### src/rtl/game_pkg.sv
// Shared constants, probe indices and FSM encoding for the collision probe.
// Imported by collision_probe and probe_addr_gen.
package game_pkg;

    localparam int CHAR_W      = 8;
    localparam int CHAR_H      = 16;
    localparam int TILE_SHIFT  = 3;
    localparam int MAP_ROWS    = 15;
    localparam int COL_BITS    = 7;
    localparam int ROW_BITS    = 4;
    localparam int ADDR_W      = ROW_BITS + COL_BITS;
    localparam int POS_W       = 8;
    localparam int SCROLL_W    = 10;
    localparam int CALC_W      = 10;
    localparam int TILE_W      = 4;
    localparam int NUM_PROBES  = 8;
    localparam int PROBE_IDX_W = 3;

    localparam logic [TILE_W-1:0] TILE_EMPTY = 4'd0;

    localparam logic [PROBE_IDX_W-1:0] PROBE_DOWN0  = 3'd0;
    localparam logic [PROBE_IDX_W-1:0] PROBE_DOWN1  = 3'd1;
    localparam logic [PROBE_IDX_W-1:0] PROBE_UP0    = 3'd2;
    localparam logic [PROBE_IDX_W-1:0] PROBE_UP1    = 3'd3;
    localparam logic [PROBE_IDX_W-1:0] PROBE_LEFT0  = 3'd4;
    localparam logic [PROBE_IDX_W-1:0] PROBE_LEFT1  = 3'd5;
    localparam logic [PROBE_IDX_W-1:0] PROBE_RIGHT0 = 3'd6;
    localparam logic [PROBE_IDX_W-1:0] PROBE_RIGHT1 = 3'd7;

    typedef enum logic [1:0] {
        ST_IDLE  = 2'd0,
        ST_SCAN  = 2'd1,
        ST_DRAIN = 2'd2,
        ST_DONE  = 2'd3
    } state_t;

    // Each direction owns two adjacent probe slots; the flag is their OR.
    function automatic logic pair_hit(input logic [NUM_PROBES-1:0] res,
                                      input logic [PROBE_IDX_W-1:0] first);
        return res[first] | res[first + 3'd1];
    endfunction

endpackage

### src/rtl/probe_addr_gen.sv
// Combinational tile address and off-map decode for one probe point
// around the latched character position.
module probe_addr_gen
    import game_pkg::*;
(
    input  logic [POS_W-1:0]       x_i,
    input  logic [POS_W-1:0]       y_i,
    input  logic [SCROLL_W-1:0]    scroll_i,
    input  logic [PROBE_IDX_W-1:0] probe_i,
    output logic [ADDR_W-1:0]      addr_o,
    output logic                   off_map_o
);

    logic [CALC_W-1:0]   px_s;
    logic [CALC_W-1:0]   py_s;
    logic [CALC_W-1:0]   row_full_s;
    logic [COL_BITS-1:0] col_s;
    logic                up_s;

    // Probe offset selection, 10-bit wrapping arithmetic, then tile indexing.
    always_comb begin
        px_s = CALC_W'(x_i);
        py_s = CALC_W'(y_i);
        up_s = 1'b0;
        case (probe_i)
            PROBE_DOWN0: begin
                py_s = CALC_W'(y_i) + CALC_W'(CHAR_H);
            end
            PROBE_DOWN1: begin
                px_s = CALC_W'(x_i) + CALC_W'(CHAR_W - 1);
                py_s = CALC_W'(y_i) + CALC_W'(CHAR_H);
            end
            PROBE_UP0: begin
                py_s = CALC_W'(y_i) - CALC_W'(1);
                up_s = 1'b1;
            end
            PROBE_UP1: begin
                px_s = CALC_W'(x_i) + CALC_W'(CHAR_W - 1);
                py_s = CALC_W'(y_i) - CALC_W'(1);
                up_s = 1'b1;
            end
            PROBE_LEFT0: begin
                px_s = CALC_W'(x_i) - CALC_W'(1);
            end
            PROBE_LEFT1: begin
                px_s = CALC_W'(x_i) - CALC_W'(1);
                py_s = CALC_W'(y_i) + CALC_W'(CHAR_H - 1);
            end
            PROBE_RIGHT0: begin
                px_s = CALC_W'(x_i) + CALC_W'(CHAR_W);
            end
            PROBE_RIGHT1: begin
                px_s = CALC_W'(x_i) + CALC_W'(CHAR_W);
                py_s = CALC_W'(y_i) + CALC_W'(CHAR_H - 1);
            end
            default: begin
                up_s = 1'b0;
            end
        endcase
        col_s      = COL_BITS'((scroll_i + px_s) >> TILE_SHIFT);
        row_full_s = py_s >> TILE_SHIFT;
        // The full 10-bit row is compared so rows beyond the RAM never alias.
        off_map_o  = (row_full_s >= CALC_W'(MAP_ROWS)) || (up_s && (y_i == 8'd0));
        addr_o     = {row_full_s[ROW_BITS-1:0], col_s};
    end

endmodule

### src/rtl/collision_probe.sv
// Per-frame 8-point collision scan against the tile-map RAM; produces the
// four blocked flags, updated together with a one-cycle scan_done pulse.
module collision_probe
    import game_pkg::*;
(
    input  logic                clock,
    input  logic                resetn,
    input  logic                enable,
    input  logic [POS_W-1:0]    x_position,
    input  logic [POS_W-1:0]    y_position,
    input  logic [SCROLL_W-1:0] scroll_x,
    output logic [ADDR_W-1:0]   map_addr,
    output logic                map_rd,
    input  logic [TILE_W-1:0]   map_data,
    output logic                left_blocked,
    output logic                right_blocked,
    output logic                up_blocked,
    output logic                down_blocked,
    output logic                scan_done
);

    state_t                  state_q, state_d;
    logic [PROBE_IDX_W-1:0]  idx_q, idx_d;
    logic [POS_W-1:0]        x_q, x_d;
    logic [POS_W-1:0]        y_q, y_d;
    logic [SCROLL_W-1:0]     scroll_q, scroll_d;
    logic [ADDR_W-1:0]       addr_q, addr_d;
    logic                    rd_q, rd_d;
    logic                    off_q;
    logic                    rd_dly_q;
    logic [PROBE_IDX_W-1:0]  pidx_q;
    logic                    poff_q;
    logic [NUM_PROBES-1:0]   result_q;
    logic [3:0]              flags_q;
    logic                    done_q;
    logic [ADDR_W-1:0]       gen_addr_s;
    logic                    gen_off_s;

    // Address is generated from next-state values so map_addr/map_rd can be registered.
    probe_addr_gen u_addr_gen (
        .x_i       (x_d),
        .y_i       (y_d),
        .scroll_i  (scroll_d),
        .probe_i   (idx_d),
        .addr_o    (gen_addr_s),
        .off_map_o (gen_off_s)
    );

    // Next-state logic: FSM, probe index and position latch.
    always_comb begin
        state_d  = state_q;
        idx_d    = idx_q;
        x_d      = x_q;
        y_d      = y_q;
        scroll_d = scroll_q;
        case (state_q)
            ST_IDLE: begin
                if (enable) begin
                    state_d  = ST_SCAN;
                    idx_d    = 3'd0;
                    x_d      = x_position;
                    y_d      = y_position;
                    scroll_d = scroll_x;
                end else begin
                    state_d  = ST_IDLE;
                end
            end
            ST_SCAN: begin
                if (idx_q == 3'(NUM_PROBES - 1)) begin
                    state_d = ST_DRAIN;
                end else begin
                    idx_d = idx_q + 3'd1;
                end
            end
            ST_DRAIN: state_d = ST_DONE;
            ST_DONE:  state_d = ST_IDLE;
            default:  state_d = ST_IDLE;
        endcase
        rd_d = (state_d == ST_SCAN);
        if (rd_d) begin
            addr_d = gen_addr_s;
        end else begin
            addr_d = {ADDR_W{1'b0}};
        end
    end

    // State, read pipeline, result shadow and atomic flag update.
    always_ff @(posedge clock or negedge resetn) begin
        if (!resetn) begin
            state_q  <= ST_IDLE;
            idx_q    <= 3'd0;
            x_q      <= 8'd0;
            y_q      <= 8'd0;
            scroll_q <= 10'd0;
            addr_q   <= {ADDR_W{1'b0}};
            rd_q     <= 1'b0;
            off_q    <= 1'b0;
            rd_dly_q <= 1'b0;
            pidx_q   <= 3'd0;
            poff_q   <= 1'b0;
            result_q <= 8'd0;
            flags_q  <= 4'd0;
            done_q   <= 1'b0;
        end else begin
            state_q  <= state_d;
            idx_q    <= idx_d;
            x_q      <= x_d;
            y_q      <= y_d;
            scroll_q <= scroll_d;
            addr_q   <= addr_d;
            rd_q     <= rd_d;
            off_q    <= gen_off_s;
            rd_dly_q <= rd_q;
            pidx_q   <= idx_q;
            poff_q   <= off_q;
            // RAM data belongs to the probe issued one cycle earlier.
            if (rd_dly_q) begin
                result_q[pidx_q] <= poff_q ? 1'b0 : (map_data != TILE_EMPTY);
            end else begin
                result_q <= result_q;
            end
            if (state_q == ST_DONE) begin
                flags_q <= {pair_hit(result_q, PROBE_LEFT0),
                            pair_hit(result_q, PROBE_RIGHT0),
                            pair_hit(result_q, PROBE_UP0),
                            pair_hit(result_q, PROBE_DOWN0)};
            end else begin
                flags_q <= flags_q;
            end
            done_q <= (state_q == ST_DONE);
        end
    end

    assign map_addr      = addr_q;
    assign map_rd        = rd_q;
    assign left_blocked  = flags_q[3];
    assign right_blocked = flags_q[2];
    assign up_blocked    = flags_q[1];
    assign down_blocked  = flags_q[0];
    assign scan_done     = done_q;

endmodule

### config.mk
export PLATFORM = sky130hd
export DESIGN_NAME = collision_probe
export DESIGN_NICKNAME = d
export VERILOG_FILES = /design/src/rtl/game_pkg.sv /design/src/rtl/probe_addr_gen.sv /design/src/rtl/collision_probe.sv
export SDC_FILE = /design/constraint.sdc
export NUM_CORES = 1
export LEC_CHECK = 0
export ABC_CLOCK_PERIOD_IN_PS = 5900
export BUFFER_PORTS_ARGS = -buffer_cell sky130_fd_sc_hd__buf_2
export CORE_MARGIN = 4
export CORE_UTILIZATION = 28
export CTS_BUF_LIST = sky130_fd_sc_hd__clkbuf_8
export CTS_CLUSTER_SIZE = 30
export DETAILED_ROUTE_END_ITERATION = 8
export PLACE_DENSITY = 0.52
export SLEW_MARGIN = 30
export SYNTH_ARGS = -nofsm -noshare
export SYNTH_HDL_FRONTEND = slang
export SYNTH_HIERARCHICAL = 1
export SYNTH_SLANG_ARGS = --single-unit
### constraint.sdc
create_clock -name clock -period 5.9 [get_ports clock]
set_input_delay 0.295 -clock clock [delete_from_list [all_inputs] [get_ports clock]]
set_output_delay 0.295 -clock clock [all_outputs]
set_load 0.005 [all_outputs]
* Word level (Yosys, flattened, before mapping)
Index checks and enable logic that the tools add are counted.
** Cells by class
- Bitwise logic cells :: 4
- Divide/modulo/power cells :: 0
- Eq/ne operators :: 12
- Reductions and logical operators :: 13
- Order comparisons :: 3
- Shift-type cells :: 0
- Multipliers :: 0
- Add/sub/neg operators :: 8
- Multiplexer cells :: 20
** Operators by type and width (number)
- $pmux 10 s3 :: 2
- $mux 8 :: 4
- $mux 10 :: 2
- $add 8x4->9 const B :: 2
- $sub 8x1->9 const B :: 2
- $eq 3x3->1 const B :: 5
- $reduce_or 2->1 :: 6
- $mux 11 :: 1
- $add 10x10->10 :: 1
- $add 8x3->9 const B :: 1
- $add 8x5->9 const B :: 1
- $bwmux 8 :: 1
- $logic_not 8->1 :: 1
- $pmux 2 s4 :: 1
- $ge 7x4->1 const B :: 1
- $eq 3x2->1 const B :: 2
- $mux 3 :: 2
- $pmux 3 s2 :: 1
- $eq 2x1->1 const B :: 2
- $eq 2x2->1 const B :: 2
- $lt 3x4->1 const B :: 1
- $mux 1 :: 4
- $or 1x1->1 :: 4
- $reduce_bool 4->1 :: 1
- other kinds (9) :: 10
** Storage, ports and cells
- Input bits :: 33
- Register bits :: 62
- ROM bits :: 0
- Bits in writable memories :: 0
- Memories :: 0
- Logic and storage cells :: 74
- Latch bits :: 0

* Longest topological paths before layout
- Depth in word-level cells :: 8
- Depth in mapped cells :: 19

* Cells and area by module
The synthesis kept the hierarchy.
** Modules (own cells, without submodules)
- collision_probe :: area each 2432.3 um^2, seq. area each 1551.5 um^2, cells each 159, instances 1
- probe_addr_gen :: area each 969.7 um^2, seq. area each 0.0 um^2, cells each 149, instances 1

* Worst setup path after synthesis
No wires, ideal clock.
- Kind :: register to register
- Start :: register state_q[1]
- End :: register addr_q[6] (netlist: map_addr[6])
- Path buffers :: 1
- Arrival :: 3.577 ns
- Slack :: 2.204 ns
- Stages on the path, launching flop included :: 20
- Period minus slack after synthesis :: 3.696 ns
- Path through :: dfrtp_1 > nand2b_4 > nor2_8 > buf_12 > mux2_4 > inv_1 > ha_1 > nand2b_1 > or4_1 > o21ai_0 > a21oi_1 > xnor2_1 > ha_1 > a21o_1 > a21oi_1 > o21ai_0 > a21o_1 > a21oi_1 > xnor2_1 > and2_1
** RTL lines
- start, declared :: RTL line collision_probe.sv:22 : state_t state_q, state_d;
- start signal, assigned :: RTL line collision_probe.sv:105 : state_q <= state_d;
- $logic_not 2->1 (*) :: RTL line collision_probe.sv:56 : case (state_q)
- $mux 8 (*) :: RTL line collision_probe.sv:56
- named net x_d[0] :: RTL line collision_probe.sv:24 : logic [POS_W-1:0] x_q, x_d;
- $add 8x4->9, or another cell as far along :: RTL line probe_addr_gen.sv:50, probe_addr_gen.sv:53
- $pmux 10 s3 (*) :: RTL line probe_addr_gen.sv:25 : case (probe_i)
- $add 10x10->10 (*) :: RTL line probe_addr_gen.sv:60 : col_s = COL_BITS'((scroll_i + px_s) >> TILE_SHIFT);
- named net gen_addr_s[6] :: RTL line collision_probe.sv:36 : logic [ADDR_W-1:0] gen_addr_s;
- $mux 11 (*) :: RTL line collision_probe.sv:80 : if (rd_d) begin
- named net addr_d[6] :: RTL line collision_probe.sv:27 : logic [ADDR_W-1:0] addr_q, addr_d;
- end signal, assigned :: RTL line collision_probe.sv:95 : addr_q <= {ADDR_W{1'b0}};
- end signal, assigned :: RTL line collision_probe.sv:110 : addr_q <= addr_d;
- end, declared :: RTL line collision_probe.sv:27
Mark *: on every way through the listed nets, which the timed path passes. The rest lies on a longest branch.
A chain may end at the register's enable or synchronous reset.

* Final worst setup path
Ends and elaborated chain as after synthesis.

==> results.yml <==
grt:
  antenna_found_initial: 0
  grt_pass1_wl_um: 11800
  grt_pass1_vias: 2399
  grt_usage_pct: 10.5
  grt_max_degree: 63
  grt_overflow: 0
detailed_routing:
  vias: 2388
  top_layer: "met4"
  drc_errors: 0
  drt_iter0_drc: 145
  wl_met2_um: 3370
  wl_um: 7210
  vias_per_cell: 4.74
  drtPass1Iterations: 5
  wl_met3_um: 416
  wl_met1_um: 3380
  wl_per_cell_um: 14.3
  ant_nets: 0
placed_design:
  io_buffers: 49
  gp_congestion: 0.807
  place_area_um2: 3740
  dp.cells: 488
  hpwl_um: 5200
sta:
  final_max_slew_viol_count: 0
  period_share_pct: 70.6
  finalCriticalPeriod_ns: 4.17
  clock.fmax_mhz: 240
  holdWs_ns: 0.0935
  clock_skew_ns: 0.0153
  worstMarginPinSlew_ns: 0.891
  relSlewSlack_pct: 40.4
  finalHoldViolCount: 0
  finalSetupViolations: 0
  rsz0062_at_grt: "false"
  fin_setup_tns_ns: 0
floorplan:
  die_w_um: 118
  rows: 39
  die_h_um: 118
  core_area_um2: 11700
  io_pins: 50
  start_util_pct: 29.2
  fp.dieArea_um2: 14000
synthesis:
  synthXorXnorAreaFrac_pct: 4.38
  yosys_most_used_dff: "dfrtp_1"
  syn-cell-area_um2: 3400
  netlist_instances: 308
  yosysSeqAreaShare_pct: 45.6
  yosysWarnings: 6
  synth_seq_cells: 62
  synthAdderAreaFrac_pct: 5.52
  muxShareOfSynthArea_pct: 13.5
  synth_cell_types: 52
  synth_top_family_by_area: "simple AND/OR/NAND/NOR gates"
  syn_area_per_cell_um2: 11.0
  synthSimpleGateAreaFrac_pct: 15.3
  synth_edf_count: 0
  ys_async_sr_fraction_pct: 100
  synth-compound-area-share_pct: 11.7
  synth_nets: 356
run_status:
  status: "complete, no violations"
setup_path:
  cp_max_fo: 26
  crit_type: "reg -> reg"
  max_stage_delay_ns: 0.47
  start_kind: "register"
  worst_ep_arrival_time_ns: 4.41
  cp.required_ns: 6.14
  path_cells: "nand2b_4 > nor2_8 > mux2_4 > inv_1 > ha_1 > nand2b_1 > or4_1 > o21ai_0 > a21oi_1 > xnor2_1 > ha_1 > a21o_1 > a21oi_1 > o21ai_0 > a21o_1 > a21oi_1 > xnor2_1 > and2_1"
  worst-path-buf-inv: 1
  cp-end-kind: "register"
  cpMaxStageDelayCell: "nor2_8"
  path_common_cell: "a21oi_1"
  crit_family: "simple AND/OR/NAND/NOR gates"
clocking:
  h-tree-depth: 3
  cts_hold_buf: 0
  clockRootBuffer: "clkbuf_8"
  insertion_delay_ns: 0.35
  cts_tree: "yes"
  post_cts_buffers: 0
  cts.sinks: 62
  clk_pin_slew_worst_paths_ns: 0.07
  cts_buffer_depth: 2
  cts_made_buffers: 9
  cts_resized: 0
finish:
  fin_area_um2: 3940
  drive_above_1_share_pct: 29.1
  n_fill_cell: 1176
  area_delta_synth_final_pct: 15.8
  diodes: 0
  num-nets-final: 404
  instances_no_fill: 504
worst_hold_path:
  worstHoldPathType: "in -> async"
run:
  cap_viol_max_count: 0
-- layer usage --
layer	GRT usage [%]	vias up
met1	13.7	1129
li1	-	1190
met4	3.08	0
met5	0	-
met3	3.92	4
met2	16.3	65
-- logic make-up after synthesis --
group | count (synthesis)
and+or+nand+nor | 96
DFF | 62
AOI/OAI and AO/OA | 60
muxes | 34
buffers and inverters | 24
xor gates and xnor gates | 17
adders and majority gates | 15
-- placed cells by master (no fill, tap or decap), types with 3 or more instances in the layout --
cell type,Yosys,routed
ha_1,15,15
nand2_1,19,19
o21ai_0,9,9
xnor2_1,11,11
mux2_2,14,14
or4_1,3,3
nor2_1,24,24
nor2b_1,4,4
nor4_1,3,3
clkbuf_8,1,10
inv_1,10,11
nand3_1,3,3
buf_2,5,49
a21oi_1,22,22
and2_1,11,11
nor3b_1,4,4
nand4_1,3,3
dfrtp_1,62,62
nor3_1,8,8
mux2_4,20,20
nand2b_1,4,4
xor2_1,6,6
-- per-stage QoR --
stage	setup slack (ns)	util, %
after floorplan	2.20	-
after global placement	1.84	32.1
after detailed placement	1.78	32.1
after CTS	1.71	33.8
after global routing	1.42	33.8
final	1.73	33.8
-- cells in the mapped netlist, types with 2 or more instances --
cell,n,area share (%)
nor3b_1,4,0.88
buf_2,5,0.74
mux2_2,14,4.6
a221oi_1,2,0.51
a211oi_1,2,0.44
nand3_1,3,0.44
dfrtp_1,62,46
nor3_1,8,1.2
nor2b_1,4,0.74
mux2_4,20,8.8
a211o_1,2,0.51
nor2_1,24,2.6
inv_1,10,1.1
a31oi_1,2,0.37
a22o_1,2,0.51
xnor2_1,11,2.8
o31ai_1,2,0.44
or4_1,3,0.66
o21ai_0,9,1.3
nand4_1,3,0.55
nand2b_1,4,0.74
a21oi_1,22,3.2
a21o_1,2,0.44
nand2_1,19,2.1
a221o_1,2,0.59
xor2_1,6,1.5
buf_12,2,1.2
and2_1,11,2.0
nand4b_1,2,0.51
and3_1,2,0.37
nor4_1,3,0.55
o21bai_1,2,0.44
clkbuf_1,6,0.66
ha_1,15,5.5
-- final timing paths --
| kind | to | slack, ns | cells past startpoint | start |
|---|---|---|---|---|
| max | map_addr[6] | 1.73 | 18 | state_q[1] |
| min | flags_q[0] | 0.09 | 2 | resetn |
| max reg2reg | map_addr[6] | 1.73 | 18 | state_q[1] |
| min reg2reg | poff_q | 0.35 | 0 | off_q |
| max in group asynchronous | x_q[0] | 5.27 | 2 | resetn |
| min in group clock | scroll_q[8] | 0.20 | 2 | scroll_x[8] |
-- flip-flops by register name, indices dropped and copies added, names as in the netlist --
register,cells
map_addr,11
scroll_q,10
result_q,8
x_q,8
y_q,8
flags_q,4
idx_q,3
pidx_q,3
state_q,2
map_rd,1
off_q,1
poff_q,1
rd_dly_q,1
scan_done,1
-- layout make-up --
| class | instances | area [um^2] | share of cell area (%) |
|---|---|---|---|
| Clock buffer | 10 | 138 | 3.49 |
| Clock inverter | 6 | 62.6 | 1.59 |
| Multi-Input combinational cell | 222 | 1710 | 43.4 |
| Inverter | 10 | 37.5 | 0.953 |
| Tap cell | 143 | 179 | 4.54 |
| Sequential cell | 62 | 1550 | 39.4 |
| Timing Repair Buffer | 51 | 260 | 6.61 |
Power is left out: the tool's default activity adds up to more than one toggle a clock period on the data nets, which glitch-free logic cannot reach.
